## config.mk

```make
export PLATFORM = sky130hd
export DESIGN_NAME = pipe_reg_mw_flat
export DESIGN_NICKNAME = d
export VERILOG_FILES = /design/src/rtl/pipe_reg_mw_if.sv /design/src/rtl/pipe_reg_mw.sv /design/src/flat_wrapper.sv
export SDC_FILE = /design/constraint.sdc
export NUM_CORES = 1
export LEC_CHECK = 0
export CAP_MARGIN = 30
export CORE_MARGIN = 1.5
export CORE_UTILIZATION = 46
export CTS_CLUSTER_DIAMETER = 150
export DETAILED_ROUTE_END_ITERATION = 7
export GPL_ROUTABILITY_DRIVEN = 0
export HOLD_SLACK_MARGIN = 0.15
export PLACE_DENSITY = 0.86
export SETUP_SLACK_MARGIN = 0.2
export SYNTH_ARGS = -nofsm -noshare
export SYNTH_HDL_FRONTEND = slang
export SYNTH_SLANG_ARGS = --single-unit
```

## constraint.sdc

```tcl
create_clock -name clk -period 6.1 [get_ports clk]
set_clock_uncertainty 0.05 [all_clocks]
set_input_delay 1.22 -clock clk [delete_from_list [all_inputs] [get_ports clk]]
set_output_delay 1.22 -clock clk [all_outputs]
set_load 0.01 [all_outputs]
```

## src/rtl/pipe_reg_mw_if.sv

```systemverilog
// MEM->WB bus bundle: MEM-side fields into the pipeline register, WB-side fields out of it.
// master = MEM stage (drives *M, observes *W), slave = the pipeline register.
interface pipe_reg_mw_if #(
    parameter int DATA_WIDTH = 32,
    parameter int ADDR_WIDTH = 5,
    parameter int SRC_WIDTH  = 2
);
    logic                  ValidM;
    logic                  RegWriteM;
    logic [SRC_WIDTH-1:0]  ResultSrcM;
    logic [ADDR_WIDTH-1:0] RdM;
    logic [DATA_WIDTH-1:0] ALUResultM;
    logic [DATA_WIDTH-1:0] ReadDataM;
    logic [DATA_WIDTH-1:0] PCPlus4M;

    logic                  ValidW;
    logic                  RegWriteW;
    logic [SRC_WIDTH-1:0]  ResultSrcW;
    logic [ADDR_WIDTH-1:0] RdW;
    logic [DATA_WIDTH-1:0] ALUResultW;
    logic [DATA_WIDTH-1:0] ReadDataW;
    logic [DATA_WIDTH-1:0] PCPlus4W;

    modport master (
        output ValidM, RegWriteM, ResultSrcM, RdM, ALUResultM, ReadDataM, PCPlus4M,
        input  ValidW, RegWriteW, ResultSrcW, RdW, ALUResultW, ReadDataW, PCPlus4W
    );

    modport slave (
        input  ValidM, RegWriteM, ResultSrcM, RdM, ALUResultM, ReadDataM, PCPlus4M,
        output ValidW, RegWriteW, ResultSrcW, RdW, ALUResultW, ReadDataW, PCPlus4W
    );
endinterface

```

## src/rtl/pipe_reg_mw.sv

```systemverilog
// MEM->WB pipeline register, DEPTH identical stages with valid bit, stall (hold) and flush (bubble).
// Optional feature macro: PIPE_PERF_EN adds saturating stall / bubble performance counters.
// Handshake: no ready/valid back-pressure; StallW holds all stages, FlushW zeroes all stages
// (flush beats stall), otherwise every stage advances by one on each rising edge.
module pipe_reg_mw #(
    parameter int DATA_WIDTH = 32,
    parameter int ADDR_WIDTH = 5,
    parameter int SRC_WIDTH  = 2,
    parameter int DEPTH      = 1
) (
    input  logic              clk,
    input  logic              rst,
    input  logic              StallW,
    input  logic              FlushW,
`ifdef PIPE_PERF_EN
    output logic [31:0]       StallCntW,
    output logic [31:0]       BubbleCntW,
`endif
    pipe_reg_mw_if.slave      bus
);

    generate
        if (DEPTH < 1 || DEPTH > 4) begin : g_bad_depth
            $error("pipe_reg_mw: DEPTH must be in 1..4");
        end
    endgenerate

    typedef struct packed {
        logic                  valid;
        logic                  regwrite;
        logic [SRC_WIDTH-1:0]  src;
        logic [ADDR_WIDTH-1:0] rd;
        logic [DATA_WIDTH-1:0] alu;
        logic [DATA_WIDTH-1:0] rdata;
        logic [DATA_WIDTH-1:0] pc4;
    } stage_t;

    stage_t stage_q [DEPTH];
    stage_t stage_d [DEPTH];
    stage_t in_stage;

    // Invalid MEM slots are still captured; only the writeback enable is qualified by valid.
    always_comb begin
        in_stage          = '0;
        in_stage.valid    = bus.ValidM;
        in_stage.regwrite = bus.RegWriteM;
        in_stage.src      = bus.ResultSrcM;
        in_stage.rd       = bus.RdM;
        in_stage.alu      = bus.ALUResultM;
        in_stage.rdata    = bus.ReadDataM;
        in_stage.pc4      = bus.PCPlus4M;
    end

    always_comb begin
        for (int k = 0; k < DEPTH; k++) begin
            stage_d[k] = stage_q[k];
        end
        if (FlushW) begin
            for (int k = 0; k < DEPTH; k++) begin
                stage_d[k] = '0;
            end
        end else if (!StallW) begin
            stage_d[0] = in_stage;
            for (int k = 1; k < DEPTH; k++) begin
                stage_d[k] = stage_q[k-1];
            end
        end
    end

    always_ff @(posedge clk or posedge rst) begin
        if (rst) begin
            for (int k = 0; k < DEPTH; k++) begin
                stage_q[k] <= '0;
            end
        end else begin
            for (int k = 0; k < DEPTH; k++) begin
                stage_q[k] <= stage_d[k];
            end
        end
    end

    assign bus.ValidW     = stage_q[DEPTH-1].valid;
    assign bus.RegWriteW  = stage_q[DEPTH-1].regwrite & stage_q[DEPTH-1].valid;
    assign bus.ResultSrcW = stage_q[DEPTH-1].src;
    assign bus.RdW        = stage_q[DEPTH-1].rd;
    assign bus.ALUResultW = stage_q[DEPTH-1].alu;
    assign bus.ReadDataW  = stage_q[DEPTH-1].rdata;
    assign bus.PCPlus4W   = stage_q[DEPTH-1].pc4;

`ifdef PIPE_PERF_EN
    logic [31:0] stall_cnt_q, stall_cnt_d;
    logic [31:0] bubble_cnt_q, bubble_cnt_d;

    // Both counters stick at all-ones instead of wrapping.
    always_comb begin
        stall_cnt_d  = stall_cnt_q;
        bubble_cnt_d = bubble_cnt_q;
        if (StallW && !FlushW && (stall_cnt_q != 32'hFFFF_FFFF)) begin
            stall_cnt_d = stall_cnt_q + 32'd1;
        end
        if (!stage_q[DEPTH-1].valid && (bubble_cnt_q != 32'hFFFF_FFFF)) begin
            bubble_cnt_d = bubble_cnt_q + 32'd1;
        end
    end

    always_ff @(posedge clk or posedge rst) begin
        if (rst) begin
            stall_cnt_q  <= '0;
            bubble_cnt_q <= '0;
        end else begin
            stall_cnt_q  <= stall_cnt_d;
            bubble_cnt_q <= bubble_cnt_d;
        end
    end

    assign StallCntW  = stall_cnt_q;
    assign BubbleCntW = bubble_cnt_q;
`endif

endmodule

```

## src/flat_wrapper.sv

```systemverilog
// flat-port wrapper written by rule: the top's interface ports become plain ports
module pipe_reg_mw_flat 
#(
    parameter int DATA_WIDTH = 32,
    parameter int ADDR_WIDTH = 5,
    parameter int SRC_WIDTH  = 2,
    parameter int DEPTH      = 1
)
  (clk, rst, StallW, FlushW, bus_ValidM, bus_RegWriteM, bus_ResultSrcM, bus_RdM, bus_ALUResultM, bus_ReadDataM, bus_PCPlus4M, bus_ValidW, bus_RegWriteW, bus_ResultSrcW, bus_RdW, bus_ALUResultW, bus_ReadDataW, bus_PCPlus4W);
  pipe_reg_mw_if #(.DATA_WIDTH(DATA_WIDTH), .ADDR_WIDTH(ADDR_WIDTH), .SRC_WIDTH(SRC_WIDTH)) bus_i ();
  input  logic clk;
  input  logic rst;
  input  logic StallW;
  input  logic FlushW;
  input wire logic [$bits(bus_i.ValidM)-1:0] bus_ValidM;
  input wire logic [$bits(bus_i.RegWriteM)-1:0] bus_RegWriteM;
  input wire logic [$bits(bus_i.ResultSrcM)-1:0] bus_ResultSrcM;
  input wire logic [$bits(bus_i.RdM)-1:0] bus_RdM;
  input wire logic [$bits(bus_i.ALUResultM)-1:0] bus_ALUResultM;
  input wire logic [$bits(bus_i.ReadDataM)-1:0] bus_ReadDataM;
  input wire logic [$bits(bus_i.PCPlus4M)-1:0] bus_PCPlus4M;
  output wire logic [$bits(bus_i.ValidW)-1:0] bus_ValidW;
  output wire logic [$bits(bus_i.RegWriteW)-1:0] bus_RegWriteW;
  output wire logic [$bits(bus_i.ResultSrcW)-1:0] bus_ResultSrcW;
  output wire logic [$bits(bus_i.RdW)-1:0] bus_RdW;
  output wire logic [$bits(bus_i.ALUResultW)-1:0] bus_ALUResultW;
  output wire logic [$bits(bus_i.ReadDataW)-1:0] bus_ReadDataW;
  output wire logic [$bits(bus_i.PCPlus4W)-1:0] bus_PCPlus4W;
  assign bus_i.ValidM = bus_ValidM;
  assign bus_i.RegWriteM = bus_RegWriteM;
  assign bus_i.ResultSrcM = bus_ResultSrcM;
  assign bus_i.RdM = bus_RdM;
  assign bus_i.ALUResultM = bus_ALUResultM;
  assign bus_i.ReadDataM = bus_ReadDataM;
  assign bus_i.PCPlus4M = bus_PCPlus4M;
  assign bus_ValidW = bus_i.ValidW;
  assign bus_RegWriteW = bus_i.RegWriteW;
  assign bus_ResultSrcW = bus_i.ResultSrcW;
  assign bus_RdW = bus_i.RdW;
  assign bus_ALUResultW = bus_i.ALUResultW;
  assign bus_ReadDataW = bus_i.ReadDataW;
  assign bus_PCPlus4W = bus_i.PCPlus4W;
  pipe_reg_mw #(.DATA_WIDTH(DATA_WIDTH), .ADDR_WIDTH(ADDR_WIDTH), .SRC_WIDTH(SRC_WIDTH), .DEPTH(DEPTH)) u_core (.clk(clk), .rst(rst), .StallW(StallW), .FlushW(FlushW), .bus(bus_i));
endmodule
```

== Yosys cells after proc, flatten, opt, wreduce, memory -nomap -nowiden ==
Index checks and enable logic that the tools add are counted.

* Muxes and demuxes: 2
* Equal/unequal tests: 1
* Bitwise gates (word level): 1

{| class="wikitable"
|+ Operators with widths
! operator !! number
|-
| two-way mux 105 bit || 2
|-
| inequality test 2 x 1 -> 1 bit, second input constant || 1
|-
| bitwise AND 1 bit || 1
|}

* Word-level logic and storage cells: 11
* Output and inout bits: 105
* Flip-flop bits (word level): 105

== Longest topological paths before layout ==
Gate-level depths: netlist (run 1).

* Word-level depth: 2
* Depth in mapped cells: 5

== Worst setup path before layout (run 1) ==
Ideal clock, no wire load.

* Kind: input to register
* Start point: input port StallW
* End point: register u_core.stage_q (netlist bit u_core.bus.PCPlus4W[0])
* Arrival: 1.860 ns
* Slack: 4.058 ns
* Stages: 5
* Path through: buf_4 > buf_8 > buf_12 > mux2i_1 > nor2_1

* Cells in the longest elaborated chain, start to end: 1

{| class="wikitable"
|+ Ends and longest elaborated chain
! item !! RTL line !! RTL
|-
| start, declared || flat_wrapper.sv:13 || <nowiki>input logic StallW;</nowiki>
|-
| inequality test 2 x 1 -> 1 bit (no line) || n/a ||
|-
| end signal, assigned by index || pipe_reg_mw.sv:77 || <nowiki>stage_q[k] <= stage_d[k];</nowiki>
|-
| end, declared || pipe_reg_mw.sv:38 || <nowiki>stage_t stage_q [DEPTH];</nowiki>
|}

Every way passes these cells.
A chain may end at the register's enable or synchronous reset.

== Worst setup path in the final report (run 1) ==
* Start point: input port StallW
* End point: register u_core.stage_q (netlist bit u_core.bus.ReadDataW[26])

The elaborated chain is that of the path after synthesis.

==> results of run 1 <==
## worst max-delay path: cells and delay by family
kind	cells	cell delay [ns]
buffers and inverters	2	1.25
muxes	1	0.29
and+or+nand+nor	1	0.06
## how the worst max path moves through the flow
| stage | depth (start not counted) | slack [ns] | end | startpoint |
|---|---|---|---|---|
| floorplan | 1 | 2.07 | u_core.bus.ALUResultW[0]$_DFFE_PP0P_ | rst |
| finish | 4 | 3.34 | u_core.bus.ReadDataW[26]$_DFFE_PP0P_ | StallW |
| global placement | 4 | 3.03 | u_core.bus.PCPlus4W[30]$_DFFE_PP0P_ | StallW |
| CTS | 4 | 3.35 | u_core.bus.ReadDataW[26]$_DFFE_PP0P_ | StallW |
| detailed placement | 4 | 2.96 | u_core.bus.ReadDataW[26]$_DFFE_PP0P_ | StallW |
| global route | 4 | 3.26 | u_core.bus.PCPlus4W[4]$_DFFE_PP0P_ | StallW |
## stage by stage
stage | setup WS [ns] | power (W) | hold slack (ns) | utilization [%] | area (um2)
2_1_floorplan | 2.069 | 0.0009415 | 0.4314 | - | 5064
3_3_place_gp | 3.033 | 0.001044 | 0.4485 | 59.36 | 6406
3_5_place_dp | 2.965 | 0.001051 | 0.4565 | 59.36 | 6406
4_1_cts | 3.346 | 0.001520 | 0.4798 | 61.37 | 6624
5_1_grt | 3.258 | 0.001573 | 0.5103 | 61.56 | 6644
6_report | 3.341 | 0.001501 | 0.4720 | 61.56 | 6644
## synthesized netlist by cell type
master | count | area [um2]
sky130_fd_sc_hd__nor2_1 | 105 | 394.1
sky130_fd_sc_hd__dfrtp_1 | 105 | 2628
sky130_fd_sc_hd__buf_4 | 109 | 818.3
sky130_fd_sc_hd__mux2i_1 | 105 | 1051
sky130_fd_sc_hd__buf_2 | 2 | 10.01
sky130_fd_sc_hd__buf_12 | 5 | 100.1
sky130_fd_sc_hd__inv_1 | 1 | 3.750
sky130_fd_sc_hd__and2_1 | 1 | 6.260
sky130_fd_sc_hd__buf_1 | 5 | 18.77
sky130_fd_sc_hd__clkbuf_1 | 5 | 18.77
sky130_fd_sc_hd__buf_8 | 1 | 15.01
## layer usage
layer	wire [um]	share of wire (%)
met1	4195	40
met4	228	2.2
met3	903	8.7
met2	5037	49
met5	0	0
## cells in the final DEF (no fill, tap or decap)
cell | synthesis | layout
sky130_fd_sc_hd__clkbuf_8 | 0 | 10
sky130_fd_sc_hd__and2_1 | 1 | 1
sky130_fd_sc_hd__clkinv_2 | 0 | 1
sky130_fd_sc_hd__nor2_1 | 105 | 105
sky130_fd_sc_hd__mux2i_1 | 105 | 105
sky130_fd_sc_hd__clkinvlp_4 | 0 | 2
sky130_fd_sc_hd__buf_12 | 5 | 1
sky130_fd_sc_hd__dfrtp_1 | 105 | 105
sky130_fd_sc_hd__buf_6 | 0 | 1
sky130_fd_sc_hd__clkdlybuf4s50_1 | 0 | 211
sky130_fd_sc_hd__inv_4 | 0 | 1
sky130_fd_sc_hd__buf_4 | 109 | 3
sky130_fd_sc_hd__bufinv_16 | 0 | 2
## registers in the layout, summed over array words and instances (netlist names)
register               cells
u_core.bus.ALUResultW     32
u_core.bus.PCPlus4W       32
u_core.bus.ReadDataW      32
u_core.bus.RdW             5
u_core.bus.ResultSrcW      2
u_core.bus.ValidW          1
u_core.stage_q             1
## cell families (layout without fill, tap and decap cells)
| logic type | Yosys count | after routing |
|---|---|---|
| flip-flops | 105 | 105 |
| AND/OR/NAND/NOR | 106 | 106 |
| multiplexers | 105 | 105 |
| buffers and inverters | 128 | 232 |
## area by class of cell
| cell class | count | area [um2] |
|---|---|---|
| flip-flops and latches | 105 | 2628 |
| clock inverters | 5 | 80.08 |
| clock buffers | 10 | 137.6 |
| fillers | 837 | 4149 |
| multi-input cells | 211 | 1451 |
| well taps | 140 | 175.2 |
| repair buffers | 216 | 2166 |
| inverters | 1 | 6.256 |
## power groups by stage
stage / sequential [W] / combinational, W / clock (W)
floorplan: 0.000764 / 0.000178 / 0
global placement: 0.000770 / 0.000274 / 0
detailed placement: 0.000770 / 0.000281 / 0
CTS: 0.000757 / 0.000283 / 0.000481
global route: 0.000761 / 0.000302 / 0.000509
finish: 0.000756 / 0.000280 / 0.000465
==> metrics.md, run 1 <==
| Metric | Value |
|---|---|
| Clock tree root buffer cell | sky130_fd_sc_hd__clkbuf_8 |
| Endpoint kind of the worst setup timing path | flop |
| Number of cells upsized or downsized after cts | 0 |
| Final count of pins violating max slew | 0 |
| Met2 demand-to-capacity share in global routing | 30.80% |
| Total of max-cap violations | 0 |
| Finish-stage setup viols | 0 |
| Reg2Reg Launch Point | u_core.bus.ReadDataW[10]$_DFFE_PP0P_ |
| Non-filler cells in the finished layout | 688 |
| Max stage delay on crit path | 0.77 ns |
| Synth unique cells | 11 |
| Post-synth net total | 553 |
| Global-route wire length before repair | 16.25 mm |
| Clock share of power | 31.0% |
| Area delta synth->final | 31.21% |
| Cell-by-cell trace of the critical path | buf_6 > buf_4 > mux2i_1 > nor2_1 |
| Simple-gate portion of the synthesized area | 7.907% |
| Post-synthesis xor/xnor area fraction | 0% |
| CTS tree | built |
| Category of the most critical setup path | input port to flop |
| Reg clk slew, reported paths | 0.09 ns |
| Worst skew pair latency | 0.34 ns |
| Share of the synthesized area in compound gates (AO/OA/AOI/OAI) | 0% |
| Switching share of total power | 23.98% |
| Internal cell power | 0.001141 W |
| Largest fanout on the critical path | 56 |
| Post-CTS setup buffers | 0 |
| Placeable Area | 10,790 um2 |
| Adder-Cell Fraction of Synth Area | 0% |
| Slew Limit Headroom | 43.84% |
| Wire length reported by the detailed router | 10.36 mm |
| Die boundary height | 107.9 um |
| Post-synthesis cell area | 5064 um2 |
| Class of the tightest hold or removal check | flop to flop |
| Met1 Track Usage GR | 21.04% |
| CP arrival | 2.92 ns |
| Final period util | 45.22% |
| Post-synthesis mux area share | 20.76% |
| Number of warning messages in the yosys log | 0 |
| Detail Placement HPWL | 7.365 mm |
| Slowest CP cell | sky130_fd_sc_hd__buf_4 |
| Count of TritonRoute iterations in the first routing pass | 4 |
| Starting density of the core | 46.92% |
| Worst reg2reg setup slack | 5.31 ns |
| Psw | 0.0003599 W |
| Number of DRC violations after detailed-routing iteration 0 | 131 |
| Remaining routing DRC violations | 0 |
| GRT Resource Usage Total | 17.92% |
| Via count of the first global-routing pass | 3,315 |
| Transition time at the pin with the least slew margin | 0.8423 ns |
| Maximum number of pins on one net before global-route repair | 106 |
| Number of nets in the layout | 653 |
| Width of the die | 107.9 um |
| Count of final hold-check violations | 0 |
| Count of mapped cells out of synthesis | 444 |
| Fraction of power consumed by combinational cells | 18.6% |
| Synth Register Bits | 105 |
| GRT Residual Overflow | 0 |
| Antenna violations before repair | 0 |
| Detail-routed net length per standard cell | 15.06 um |
| Largest family of logic cells by synthesized area | multiplexers |
| Required time worst endpoint | 6.27 ns |
| Sequential fraction of design power | 50.4% |
| Static leakage power | 3.139 nW |
| Number of diodes | 0 |
| Number of levels the H-tree was split into | 3 |
| Synth Area per Inst | 11.40 um2 |
| Worst supply voltage drop on vdd | 134.1 uV |
| Sequential share of the synthesized area | 51.89% |
| Share of cells above drive strength 1 | 3.832% |
| Unrepaired setup endpoints after global routing | no |
| Cell row count | 38 |
| Endpoint of the worst-slack reg-to-reg timing path | u_core.bus.ReadDataW[10]$_DFFE_PP0P_ |
| IO Count | 214 |
| Clock sinks | 105 |
| Via density | 4.722 |
| CTS Buf Count | 9 |
| DR vias | 3,249 |
| Port bufs | 213 |
| Hold Crit Endpoint | u_core.stage_q[103]$_DFFE_PP0P_ |
| Reg2reg path depth | 2 |
| Placed cell count | 672 |
| Worst hold path startpoint | u_core.stage_q[103]$_DFFE_PP0P_ |
| Outcome | finished clean |
| GR Util met3 | 4.964% |
| Global routing's busiest layer | met2 |
| Hold buffers post-CTS | 0 |
| Crit path launch type | input port |
| Detail Route Antenna Nets | 0 |
| Fmax | 0.3625 GHz |
| Number of instances on the worst hold path | 2 |
| Power per cell area | 226.0 nW/um2 |
| Maximum clock insertion buffer count | 2 |
| Total negative setup slack | 0 ns |
| Final period demand of the worst path | 2.759 ns |
| Die Outline Area | 11,650 um2 |
(Power assumes the default switching activity.)
==> run 2: changes to the inputs <==
--- a/config.mk
+++ b/config.mk
@@ -7,12 +7,12 @@
 export LEC_CHECK = 0
 export CAP_MARGIN = 30
 export CORE_MARGIN = 1.5
-export CORE_UTILIZATION = 46
+export CORE_UTILIZATION = 43
 export CTS_CLUSTER_DIAMETER = 150
 export DETAILED_ROUTE_END_ITERATION = 7
 export GPL_ROUTABILITY_DRIVEN = 0
 export HOLD_SLACK_MARGIN = 0.15
-export PLACE_DENSITY = 0.86
+export PLACE_DENSITY = 0.81
 export SETUP_SLACK_MARGIN = 0.2
 export SYNTH_ARGS = -nofsm -noshare
 export SYNTH_HDL_FRONTEND = slang
==> constraint.sdc (replaced) <==
create_clock -name clk -period 2.9 [get_ports clk]
set_clock_uncertainty 0.05 [all_clocks]
set_input_delay 0.58 -clock clk [delete_from_list [all_inputs] [get_ports clk]]
set_output_delay 0.58 -clock clk [all_outputs]
set_load 0.01 [all_outputs]
==> metrics.md, run 2 (synthesis gave the netlist of run 1 again) <==
| Metric | Value |
|---|---|
| Outcome | finished clean |
| DR vias | 3,198 |
| Largest fanout on the critical path | 3 |
| FILL cells | 938 |
| Worst supply voltage drop on vdd | 349.7 uV |
| Detail Route Antenna Nets | 0 |
| Number of DRC violations after detailed-routing iteration 0 | 92 |
| Count of TritonRoute iterations in the first routing pass | 4 |
| GRT Resource Usage Total | 16.84% |
| Static leakage power | 3.210 nW |
| Cell row count | 39 |
| Via density | 4.628 |
| Required time worst endpoint | 2.27 ns |
| Number of diodes | 0 |
| Wire length reported by the detailed router | 10.41 mm |
| Via count of the first global-routing pass | 3,359 |
| Die boundary height | 111.5 um |
| Category of the most critical setup path | flop to output pin |
| Number of levels the H-tree was split into | 3 |
| Final count of pins violating max slew | 0 |
| Unrepaired setup endpoints after global routing | no |
| Power consumption | 0.003533 W |
| Maximum clock insertion buffer count | 2 |
| Final period util | 69.94% |
| Placeable Area | 11,470 um2 |
| Antenna violations before repair | 0 |
| Post-CTS setup buffers | 0 |
| CP arrival | 1.40 ns |
| Detail Placement HPWL | 7.407 mm |
| Area delta synth->final | 34.47% |
| IO Count | 214 |
| Transition time at the pin with the least slew margin | 0.5443 ns |
| Starting density of the core | 44.16% |
| Commonest non-fill, non-tap cell in the layout | sky130_fd_sc_hd__clkdlybuf4s50_1 |
| Number of cells upsized or downsized after cts | 0 |
| Clock sinks | 105 |
| Power per cell area | 518.9 nW/um2 |
| Slew Limit Headroom | 63.72% |
| Endpoint kind of the worst setup timing path | output pin |
| Commonest cells after routing, fill and taps aside | 211 x sky130_fd_sc_hd__clkdlybuf4s50_1, 105 x sky130_fd_sc_hd__mux2i_1, 105 x sky130_fd_sc_hd__nor2_1, 105 x sky130_fd_sc_hd__dfrtp_1, 9 x sky130_fd_sc_hd__clkbuf_16 |
| Number of nets in the layout | 654 |
| Crit path launch type | flop |
| Finish-stage setup viols | 0 |
| Count of final hold-check violations | 0 |
| CTS Buf Count | 9 |
| Width of the die | 111.5 um |
| Maximum number of pins on one net before global-route repair | 106 |
| Global-route wire length before repair | 17.00 mm |
| Worst reg2reg setup slack | 2.06 ns |
| Fmax | 0.4931 GHz |
| Die Outline Area | 12,440 um2 |
| Hold buffers post-CTS | 0 |
| Worst skew pair latency | 0.33 ns |
| Port bufs | 213 |
| Clock tree root buffer cell | sky130_fd_sc_hd__clkbuf_16 |
| GRT Residual Overflow | 0 |
| Total of max-cap violations | 0 |
| Remaining routing DRC violations | 0 |
| Total negative setup slack | 0 ns |
| Detail-routed net length per standard cell | 15.06 um |
| Final period demand of the worst path | 2.028 ns |
| CTS tree | built |
| Reg clk slew, reported paths | 0.06 ns |
| Share of cells above drive strength 1 | 3.650% |
| Class of the tightest hold or removal check | flop to flop |
[run 2: cell count changes in the layout (fill, tap and decap cells not counted), sizes merged]
cell	previous run	this run
clkbuf	10	11
bufinv	2	3
clkinv	1	0
inv	1	0
buf	5	6
clkinvlp	2	1
[run 2: worst max-delay path, cell delays in order (launching register included)]
cell,delay [ns]
sky130_fd_sc_hd__dfrtp_1,0.37
sky130_fd_sc_hd__and2_1,0.13
sky130_fd_sc_hd__clkdlybuf4s50_1,0.56
[run 2: power by group]
| part | switching [W] | internal [W] | leakage (nW) |
|---|---|---|---|
| Combinational | 0.000235 | 0.000357 | 1.66 |
| Sequential | 0.0000466 | 0.00155 | 1.39 |
| Clock | 0.000489 | 0.000858 | 0.162 |
| Total | 0.000771 | 0.00276 | 3.21 |
[run 2: area by class of cell]
class	count	area (um2)	share of cell area, %
timing repair buffer	217	2211	32.47
clock buffer	11	242.7	3.565
multi-input combinational	211	1451	21.32
inverter	1	7.507	0.1103
sequential	105	2628	38.59
clock inverter	3	90.09	1.323
tap	143	178.9	2.628
[run 2: routing by layer]
| layer | track usage (%) | routed length [um] | up-vias |
|---|---|---|---|
| met5 | 0 | 0 | - |
| met2 | 27.61 | 5001 | 132 |
| met3 | 6.641 | 979 | 10 |
| li1 | - | - | 1520 |
| met4 | 3.797 | 110 | 0 |
| met1 | 21.16 | 4316 | 1536 |
[run 2: path summary, 6_finish.rpt]
path,end,depth (start not counted),start
worst min register to register,u_core.bus.ReadDataW[0]$_DFFE_PP0P_,2,u_core.bus.ReadDataW[0]$_DFFE_PP0P_
worst min-delay path,u_core.bus.ReadDataW[0]$_DFFE_PP0P_,2,u_core.bus.ReadDataW[0]$_DFFE_PP0P_
min in group asynchronous,u_core.bus.ReadDataW[21]$_DFFE_PP0P_,3,rst
worst max-delay path,bus_RegWriteW,2,u_core.bus.ValidW$_DFFE_PP0P_
max in group asynchronous,u_core.bus.ALUResultW[18]$_DFFE_PP0P_,3,rst
worst max register to register,u_core.bus.ReadDataW[1]$_DFFE_PP0P_,2,u_core.bus.ReadDataW[1]$_DFFE_PP0P_
[run 2: per-stage QoR]
step	std cells	setup WS, ns	hold WS, ns	utilization [%]	instance area (um2)
after global placement	676	1.136	0.4511	56.30	6456
after CTS	690	0.8442	0.4760	59.20	6789
final	691	0.8719	0.4659	59.38	6809
after global routing	691	0.7872	0.4945	59.38	6809
after floorplan	444	1.010	0.4314	-	5067
after detailed placement	676	1.037	0.4622	56.30	6456
==> run 3: changes to the inputs <==
==> constraint.sdc (replaced) <==
create_clock -name clk -period 2.1 [get_ports clk]
set_clock_uncertainty 0.05 [all_clocks]
set_input_delay 0.42 -clock clk [delete_from_list [all_inputs] [get_ports clk]]
set_output_delay 0.42 -clock clk [all_outputs]
set_load 0.01 [all_outputs]
==> metrics.md, run 3 (synthesis gave the netlist of run 1 again) <==
| Metric | Value |
|---|---|
| Outcome | finished clean |
| Post-route worst hold slack | 0.4705 ns |
| Maximum number of pins on one net before global-route repair | 106 |
| Post-CTS setup buffers | 0 |
| Detail Route Antenna Nets | 0 |
| CTS Buf Count | 9 |
| Wire length reported by the detailed router | 10.47 mm |
| Category of the most critical setup path | flop to output pin |
| Worst supply voltage drop on vdd | 474.6 uV |
| Via count of the first global-routing pass | 3,558 |
| Antenna violations before repair | 0 |
| Clock tree root buffer cell | sky130_fd_sc_hd__clkbuf_16 |
| Number of cells upsized or downsized after cts | 0 |
| Reg2Reg Launch Point | u_core.bus.ALUResultW[7]$_DFFE_PP0P_ |
| Unrepaired setup endpoints after global routing | no |
| Global-route wire length before repair | 17.53 mm |
| Starting density of the core | 44.16% |
| CP arrival | 1.36 ns |
| Endpoint of the worst-slack reg-to-reg timing path | u_core.bus.ALUResultW[7]$_DFFE_PP0P_ |
| Detail-routed net length per standard cell | 15.05 um |
| CTS tree | built |
| Number of DRC violations after detailed-routing iteration 0 | 135 |
| DR vias | 3,271 |
| Slew Limit Headroom | 63.76% |
| Transition time at the pin with the least slew margin | 0.5436 ns |
| Cell row count | 39 |
| Static leakage power | 3.212 nW |
| GRT Resource Usage Total | 17.46% |
| Worst reg2reg setup slack | 1.28 ns |
| Worst skew pair latency | 0.33 ns |
| Endpoint kind of the worst setup timing path | output pin |
| Finish-stage setup viols | 0 |
| Reg2reg path depth | 2 |
| Number of diodes | 0 |
| Termination of the worst setup path | bus_RegWriteW |
| Hold buffers post-CTS | 0 |
| Clock sinks | 105 |
| Final period demand of the worst path | 1.833 ns |
| Class of the tightest hold or removal check | flop to flop |
| IO Count | 214 |
| Launching element of the worst setup path | u_core.bus.ValidW$_DFFE_PP0P_ |
| Pre-CTS setup slack | 0.5515 ns |
| Share of the core filled with cells in the final layout | 59.36% |
| Final period util | 87.30% |
| Total of max-cap violations | 0 |
| Power per cell area | 693.9 nW/um2 |
| Port bufs | 213 |
| Least setup slack across all paths after layout | 0.2667 ns |
| Width of the die | 111.5 um |
| Placeable Area | 11,470 um2 |
| Maximum clock insertion buffer count | 2 |
| Number of levels the H-tree was split into | 3 |
| Crit path launch type | flop |
| Reg clk slew, reported paths | 0.07 ns |
| Count of TritonRoute iterations in the first routing pass | 4 |
| Largest fanout on the critical path | 3 |
| Die Outline Area | 12,440 um2 |
| Commonest cells after routing, fill and taps aside | 211 x sky130_fd_sc_hd__clkdlybuf4s50_1, 105 x sky130_fd_sc_hd__mux2i_1, 105 x sky130_fd_sc_hd__nor2_1, 105 x sky130_fd_sc_hd__dfrtp_1, 9 x sky130_fd_sc_hd__clkbuf_16 |
| Final count of pins violating max slew | 0 |
| Via density | 4.700 |
| Share of cells above drive strength 1 | 4.521% |
| Total negative setup slack | 0 ns |
| Required time worst endpoint | 1.63 ns |
| Detail Placement HPWL | 7.485 mm |
| Count of final hold-check violations | 0 |
| FILL cells | 944 |
| Remaining routing DRC violations | 0 |
| Commonest non-fill, non-tap cell in the layout | sky130_fd_sc_hd__clkdlybuf4s50_1 |
| Fmax | 0.5455 GHz |
| Die boundary height | 111.5 um |
| Area delta synth->final | 34.42% |
| GRT Residual Overflow | 0 |
| Number of nets in the layout | 657 |
run 3: worst max-delay path: stages (launching register included):
cell and delay [ns]:
sky130_fd_sc_hd__dfrtp_1 0.37, sky130_fd_sc_hd__and2_1 0.13, sky130_fd_sc_hd__clkdlybuf4s50_1 0.53
run 3: final cells by class:
class	instances	area [um2]	share of cell area (%)
clock buffers	12	256.5	3.768
clock inverters	4	51.30	0.7537
inverters	1	7.507	0.1103
multi-input cells	211	1451	21.32
flip-flops and latches	105	2628	38.60
well taps	143	178.9	2.629
repair buffers	220	2233	32.81
run 3: metal layers:
| layer | track usage [%] | share of wire (%) | up-vias |
|---|---|---|---|
| met4 | 6.076 | 1.7 | 0 |
| met3 | 5.770 | 8.5 | 14 |
| met1 | 20.47 | 40 | 1584 |
| li1 | - | - | 1532 |
| met5 | 0 | 0 | - |
| met2 | 30.10 | 49 | 141 |
run 3: where the power goes:
group          switching (W)  internal (W)  total [W]
Combinational       0.000327      0.000496   0.000823
Clock               0.000711      0.000990    0.00170
Sequential         0.0000631       0.00214    0.00220
run 3: worst min-delay path by stage:
stage,from,endpoint,cells past startpoint
final,u_core.bus.ALUResultW[5]$_DFFE_PP0P_,u_core.bus.ALUResultW[5]$_DFFE_PP0P_,2
after global routing,u_core.bus.ALUResultW[13]$_DFFE_PP0P_,u_core.bus.ALUResultW[13]$_DFFE_PP0P_,2
after CTS,u_core.stage_q[103]$_DFFE_PP0P_,u_core.stage_q[103]$_DFFE_PP0P_,2
after detailed placement,u_core.stage_q[103]$_DFFE_PP0P_,u_core.stage_q[103]$_DFFE_PP0P_,2
after global placement,u_core.stage_q[103]$_DFFE_PP0P_,u_core.stage_q[103]$_DFFE_PP0P_,2
after floorplan,u_core.stage_q[103]$_DFFE_PP0P_,u_core.stage_q[103]$_DFFE_PP0P_,2
run 3: stage by stage:
step | cell area (um2) | cells | total power, W
after floorplan | 5067 | 444 | 0.002735
after global placement | 6499 | 680 | 0.003046
after detailed placement | 6499 | 680 | 0.003072
after CTS | 6807 | 696 | 0.004797
after global routing | 6807 | 696 | 0.004934
final | 6807 | 696 | 0.004723
